File: src/rtl/rv_encoder.sv
// RV32I field-bundle encoder: packs instruction fields into a 32-bit word, tags it with a program address
// and queues {word, addr, err} in a DEPTH-entry FIFO. Optional immediate range checking: RV_ENC_RANGE_CHECK_EN.
module rv_encoder #(
  parameter int DEPTH = 4
) (
  input  logic        clk,
  input  logic        rst_n,
  input  logic        base_load,
  input  logic [31:0] base_addr,
  input  logic        in_valid,
  output logic        in_ready,
  input  logic [2:0]  in_fmt,
  input  logic [6:0]  in_opcode,
  input  logic [2:0]  in_funct3,
  input  logic [6:0]  in_funct7,
  input  logic [4:0]  in_rd,
  input  logic [4:0]  in_rs1,
  input  logic [4:0]  in_rs2,
  input  logic [31:0] in_imm,
  output logic        out_valid,
  input  logic        out_ready,
  output logic [31:0] out_word,
  output logic [31:0] out_addr,
  output logic        out_err,
  output logic [15:0] word_count
);

  localparam int AW = (DEPTH > 2) ? $clog2(DEPTH) : 1;
  localparam logic [AW:0] FULL_CNT = (AW + 1)'(DEPTH);

  typedef enum logic [2:0] {
    FMT_R = 3'd0,
    FMT_I = 3'd1,
    FMT_S = 3'd2,
    FMT_B = 3'd3,
    FMT_U = 3'd4,
    FMT_J = 3'd5
  } fmt_e;

  typedef struct packed {
    logic [31:0] word;
    logic [31:0] addr;
    logic        err;
  } entry_t;

  entry_t          r_mem [DEPTH];
  logic [AW-1:0]   r_wr_ptr;
  logic [AW-1:0]   r_rd_ptr;
  logic [AW:0]     r_count;
  logic [31:0]     r_addr;
  logic [15:0]     r_word_count;

  logic [31:0]     w_word;
  logic            w_err;
  logic [31:0]     w_base;
  logic [31:0]     w_tag_addr;
  logic            w_push;
  logic            w_pop;
  logic            w_unused_base_lsbs;

`ifdef RV_ENC_RANGE_CHECK_EN
  logic w_imm12_oor;
  logic w_imm13_oor;
  logic w_imm21_oor;

  // An immediate fits in N signed bits when bits [31:N-1] are all copies of the sign.
  assign w_imm12_oor = !((&in_imm[31:11]) || !(|in_imm[31:11]));
  assign w_imm13_oor = !((&in_imm[31:12]) || !(|in_imm[31:12])) || in_imm[0];
  assign w_imm21_oor = !((&in_imm[31:20]) || !(|in_imm[31:20])) || in_imm[0];
`endif

  // NOTE: every variable written here gets a default first so no latch is inferred.
  always_comb begin
    w_word = '0;
    w_err  = 1'b0;
    case (in_fmt)
      FMT_R: w_word = {in_funct7, in_rs2, in_rs1, in_funct3, in_rd, in_opcode};
      FMT_I: begin
        w_word = {in_imm[11:0], in_rs1, in_funct3, in_rd, in_opcode};
`ifdef RV_ENC_RANGE_CHECK_EN
        w_err  = w_imm12_oor;
`endif
      end
      FMT_S: begin
        w_word = {in_imm[11:5], in_rs2, in_rs1, in_funct3, in_imm[4:0], in_opcode};
`ifdef RV_ENC_RANGE_CHECK_EN
        w_err  = w_imm12_oor;
`endif
      end
      FMT_B: begin
        w_word = {in_imm[12], in_imm[10:5], in_rs2, in_rs1, in_funct3,
                  in_imm[4:1], in_imm[11], in_opcode};
`ifdef RV_ENC_RANGE_CHECK_EN
        w_err  = w_imm13_oor;
`endif
      end
      FMT_U: begin
        w_word = {in_imm[31:12], in_rd, in_opcode};
`ifdef RV_ENC_RANGE_CHECK_EN
        w_err  = |in_imm[11:0];
`endif
      end
      FMT_J: begin
        w_word = {in_imm[20], in_imm[10:1], in_imm[11], in_imm[19:12], in_rd, in_opcode};
`ifdef RV_ENC_RANGE_CHECK_EN
        w_err  = w_imm21_oor;
`endif
      end
      default: begin
        w_word = '0;
        w_err  = 1'b1;
      end
    endcase
  end

  // Holding in_ready low through reset keeps any bundle from landing in a FIFO that is being flushed.
  assign in_ready  = rst_n && (r_count != FULL_CNT);
  assign out_valid = (r_count != '0);
  assign w_push    = in_valid && in_ready;
  assign w_pop     = out_valid && out_ready;

  assign w_base             = {base_addr[31:2], 2'b00};
  assign w_tag_addr         = base_load ? w_base : r_addr;
  assign w_unused_base_lsbs = ^base_addr[1:0];

  // Empty FIFO shows zeros so stale storage never leaks out after a flush.
  assign out_word   = out_valid ? r_mem[r_rd_ptr].word : '0;
  assign out_addr   = out_valid ? r_mem[r_rd_ptr].addr : '0;
  assign out_err    = out_valid ? r_mem[r_rd_ptr].err  : 1'b0;
  assign word_count = r_word_count;

  // NOTE: storage is not reset; validity is tracked solely by r_count, so clearing it is enough.
  always_ff @(posedge clk) begin
    if (w_push) begin
      r_mem[r_wr_ptr] <= '{word: w_word, addr: w_tag_addr, err: w_err};
    end
  end

  // NOTE: sequential state uses non-blocking assignments only.
  always_ff @(posedge clk or negedge rst_n) begin
    if (!rst_n) begin
      r_wr_ptr     <= '0;
      r_rd_ptr     <= '0;
      r_count      <= '0;
      r_addr       <= '0;
      r_word_count <= '0;
    end else begin
      if (w_push) begin
        r_wr_ptr <= (r_wr_ptr == AW'(DEPTH - 1)) ? '0 : r_wr_ptr + AW'(1);
      end
      if (w_pop) begin
        r_rd_ptr <= (r_rd_ptr == AW'(DEPTH - 1)) ? '0 : r_rd_ptr + AW'(1);
      end
      case ({w_push, w_pop})
        2'b10:   r_count <= r_count + (AW + 1)'(1);
        2'b01:   r_count <= r_count - (AW + 1)'(1);
        default: r_count <= r_count;
      endcase

      if (w_push) begin
        r_addr <= w_tag_addr + 32'd4;
      end else if (base_load) begin
        r_addr <= w_base;
      end

      // A base_load restarts the delivered-word tally even if a word leaves this cycle.
      if (base_load) begin
        r_word_count <= '0;
      end else if (w_pop && (r_word_count != 16'hFFFF)) begin
        r_word_count <= r_word_count + 16'd1;
      end
    end
  end

endmodule

File: config.mk
export PLATFORM = sky130hd
export DESIGN_NAME = rv_encoder
export DESIGN_NICKNAME = d
export VERILOG_FILES = /design/src/rtl/rv_encoder.sv
export SDC_FILE = /design/constraint.sdc
export NUM_CORES = 1
export LEC_CHECK = 0
export CORE_MARGIN = 3
export CORE_UTILIZATION = 55
export CTS_BUF_LIST = sky130_fd_sc_hd__clkbuf_16
export CTS_CLUSTER_DIAMETER = 120
export CTS_CLUSTER_SIZE = 20
export DETAILED_ROUTE_END_ITERATION = 10
export PLACE_DENSITY_LB_ADDON = 0.1
export REMOVE_ABC_BUFFERS = 1
export SYNTH_ARGS = -nofsm -noshare
export SYNTH_HDL_FRONTEND = slang
export SYNTH_SLANG_ARGS = --single-unit
File: constraint.sdc
create_clock -name clk -period 4.81 [get_ports clk]
set_input_delay 0.481 -clock clk [delete_from_list [all_inputs] [get_ports clk]]
set_output_delay 0.481 -clock clk [all_outputs]
set_load 0.02 [all_outputs]
==> results_dict.tcl <==
set metrics [dict create \
    antenna_left 0 \
    synthAdderAreaFrac 0.00870 \
    end_kind "output pin" \
    drtPass1Iterations 5 \
    synth_area_leaders "edfxtp_1, mux4_2, dfrtp_1" \
    place.gp.congestion 0.800 \
    synth-xor-area-share 0.0279 \
    synthMuxAreaShare 0.134 \
    stdcell_count 1367 \
    worstPathRequired_ns 4.33 \
    cp-start-kind "register" \
    synth_top_family_by_area "multiplexers" \
    start_util 0.564 \
    crit_chain "buf_4, mux4_2, and2_1, clkdlybuf4s50_1" \
    nNetsFinal 1145 \
    grt_pass1_vias 7890 \
    netlist_area_mm2 0.0138 \
    ctsHoldBuffers 1 \
    ir_worst_vdd_uv 305 \
    grt_max_degree 68 \
    htree_num_levels 1 \
    ys_types 52 \
    num_rows 57 \
    wirelength_mm 28.2 \
    synth_compound_area_frac 0.0364 \
    drtIter0Drc 537 \
    post_cts_resized 0 \
    globalRouteOverflowTotal 0 \
    syn_avg_cell_area_um2 16.1 \
    synthFlopType "edfxtp_1" \
    core_area_mm2 0.0245 \
    cts_tree "built" \
    synth_area_leader_cell "edfxtp_1" \
    yosysTopAreaCellShare 0.565 \
    clockRootBuffer "clkbuf_16" \
    route.detailed.drc 0 \
    area_delta_synth_final_pct 19.0 \
    drv_slew 0 \
    via_per_inst 5.72 \
    cts.sinks 315 \
    cp_max_fo 33 \
    worstPathArrival_ns 3.08 \
    worst_pin_slew_ns 1.05 \
    dp_hpwl_mm 17.2 \
    antenna_found_initial 2 \
    max_slew_margin 0.303 \
    grt_first_pass_wirelength_mm 43.7 \
    hold_path_class "in2async" \
    antenna_cells 0 \
    min_period_ns 3.57 \
    fin_skew_ns 0.00839 \
    path_class "reg2out" \
    num_vias 7821 \
    finalHoldViolCount 0 \
    ys_seq_area_frac 0.665 \
    dp.cells 1334 \
    io_buffers 184 \
    fmax_mhz 280 \
    max_cap_viol_count 0 \
    synth_simple_gate_area_share 0.105 \
    drive_gt1_frac 0.134 \
    path_clk_slew_ns 0.08 \
    cts_made_buffers 19 \
    track_usage 0.207 \
    synth_edf_count 260 \
    max_stage_delay_ns 0.86 \
    avgRoutedWirePerCell_um 20.6 \
    die_h_um 164 \
    powerDensity_mw_per_mm2 492 \
    yosysWarningCount 0 \
    rsz0062_at_grt "no" \
    period_share 0.741 \
    post_cts_buffers 0 \
    ys_ff_latch 315 \
    outcome "finished clean" \
    io_pins 187 \
    setup_viol 0 \
    async_reset_ff_frac 0.175 \
    p_leak_nw 5.65 \
    cp_slowest_cell "dfrtp_4" \
    die_area_mm2 0.0270 \
    synthesis.instances 860 \
    tns_ns 0 \
    worstSkewPairLatency_ns 0.50 \
    ctsLongestPathBuffers 3 \
    chipWidth_um 164 \
]
[power by group]
part	switching (mW)	total (mW)	internal, mW	leakage [nW]
combinational	1.51	3.06	1.54	2.29
sequential	0.170	3.47	3.30	3.06
clock	0.827	1.55	0.721	0.298
[flip-flops by register name, indices dropped and copies added (netlist names)]
register,count
r_mem,260
r_addr,32
word_count,16
r_count,3
r_rd_ptr,2
r_wr_ptr,2
[layout by cell type, fill, tap and decap left out, drive strengths merged, types with 3 or more instances in the layout]
| master | n |
|---|---|
| and2 | 79 |
| ha | 8 |
| nand4 | 11 |
| xnor2 | 28 |
| a22oi | 5 |
| nand2 | 50 |
| a22o | 5 |
| a21oi | 14 |
| buf | 10 |
| a21o | 6 |
| a31oi | 4 |
| or3 | 3 |
| a32o | 5 |
| nor3 | 8 |
| a211oi | 3 |
| inv | 35 |
| xor2 | 16 |
| and4 | 4 |
| nand3 | 22 |
| clkbuf | 19 |
| dfrtp | 55 |
| clkdlybuf4s50 | 182 |
| nor2 | 32 |
| mux4 | 65 |
| mux2i | 12 |
| nand3b | 7 |
| o21ai | 27 |
| nor4 | 12 |
| edfxtp | 260 |
| mux2 | 24 |
| nor2b | 13 |
[path summary, 6_finish.rpt]
kind | from | endpoint | slack (ns) | cells after the start
max in group asynchronous | rst_n | r_addr[19]$_DFF_PN0_ | 3.39 | 3
worst max register to register | r_count[0]$_DFFE_PN0P_ | r_count[2]$_DFFE_PN0P_ | 2.12 | 9
worst max-delay path | r_rd_ptr[0]$_DFFE_PN0P_ | out_addr[17] | 1.24 | 4
min in group clk | r_count[2]$_DFFE_PN0P_ | r_count[2]$_DFFE_PN0P_ | 0.50 | 1
worst min-delay path | rst_n | word_count[2]$_DFFE_PN0P_ | 0.49 | 2
worst min register to register | r_count[2]$_DFFE_PN0P_ | r_count[2]$_DFFE_PN0P_ | 0.50 | 1
[kinds of logic after synthesis]
kind of cell / count (synthesis)
compound gates: 76
buf+inv: 65
xor+xnor: 44
flops: 315
fa+ha+maj: 9
simple gates: 250
mux: 101
[layout make-up]
| cell class | count | area, um2 |
|---|---|---|
| fillers | 1738 | 8030 |
| inverters | 23 | 86.3 |
| multi-input cells | 480 | 4320 |
| repair buffers | 193 | 1900 |
| clock inverters | 13 | 52.6 |
| flip-flops and latches | 315 | 9190 |
| well taps | 324 | 405 |
| clock buffers | 19 | 475 |
[through the flow]
stage	hold slack (ns)	cell area (um2)	utilization	setup WS (ns)	power [mW]
5_1_grt	0.510	16400	0.672	1.07	8.49
3_3_place_gp	0.467	15900	0.650	1.71	6.62
3_5_place_dp	0.481	15900	0.650	1.71	6.64
2_1_floorplan	0.185	13600	-	0.809	5.36
4_1_cts	0.488	16400	0.672	1.14	8.19
6_report	0.489	16400	0.672	1.24	8.08
[cells in the mapped netlist, drive strengths merged, types with 2 or more instances]
library cell and count:
nand3b 7, nand4 11, edfxtp 260, o22ai 2, mux4 65, mux2i 12
a21oi 14, nand2b 2, clkbuf 22, nor2 32, nand3 22, a32o 5
and2 79, dfrtp 55, nor3 8, a211oi 3, xor2 16, a22o 5
buf 20, a22oi 5, o21ai 27, nor2b 13, a21o 6, nand2 50
nor4 12, a222oi 2, inv 23, a31oi 4, mux2 24, or3 3
and4 4, and2b 2, and3 2, ha 8, xnor2 28, a311oi 2
[worst max-delay path: cells and delay by family (launching register included)]
family,cells,cell delay [ns]
mux,1,0.54
buf+inv,2,0.95
simple gates,1,0.20
flops,1,0.86
[layer usage]
layer | track usage | wire [um] | vias to the layer above
met5 | 0 | 27 | -
met4 | 0.0381 | 398 | 4
met3 | 0.0361 | 1940 | 28
met2 | 0.347 | 13600 | 231
met1 | 0.295 | 12200 | 3937
li1 | - | - | 3621
Power figures use the tool's default switching activity.
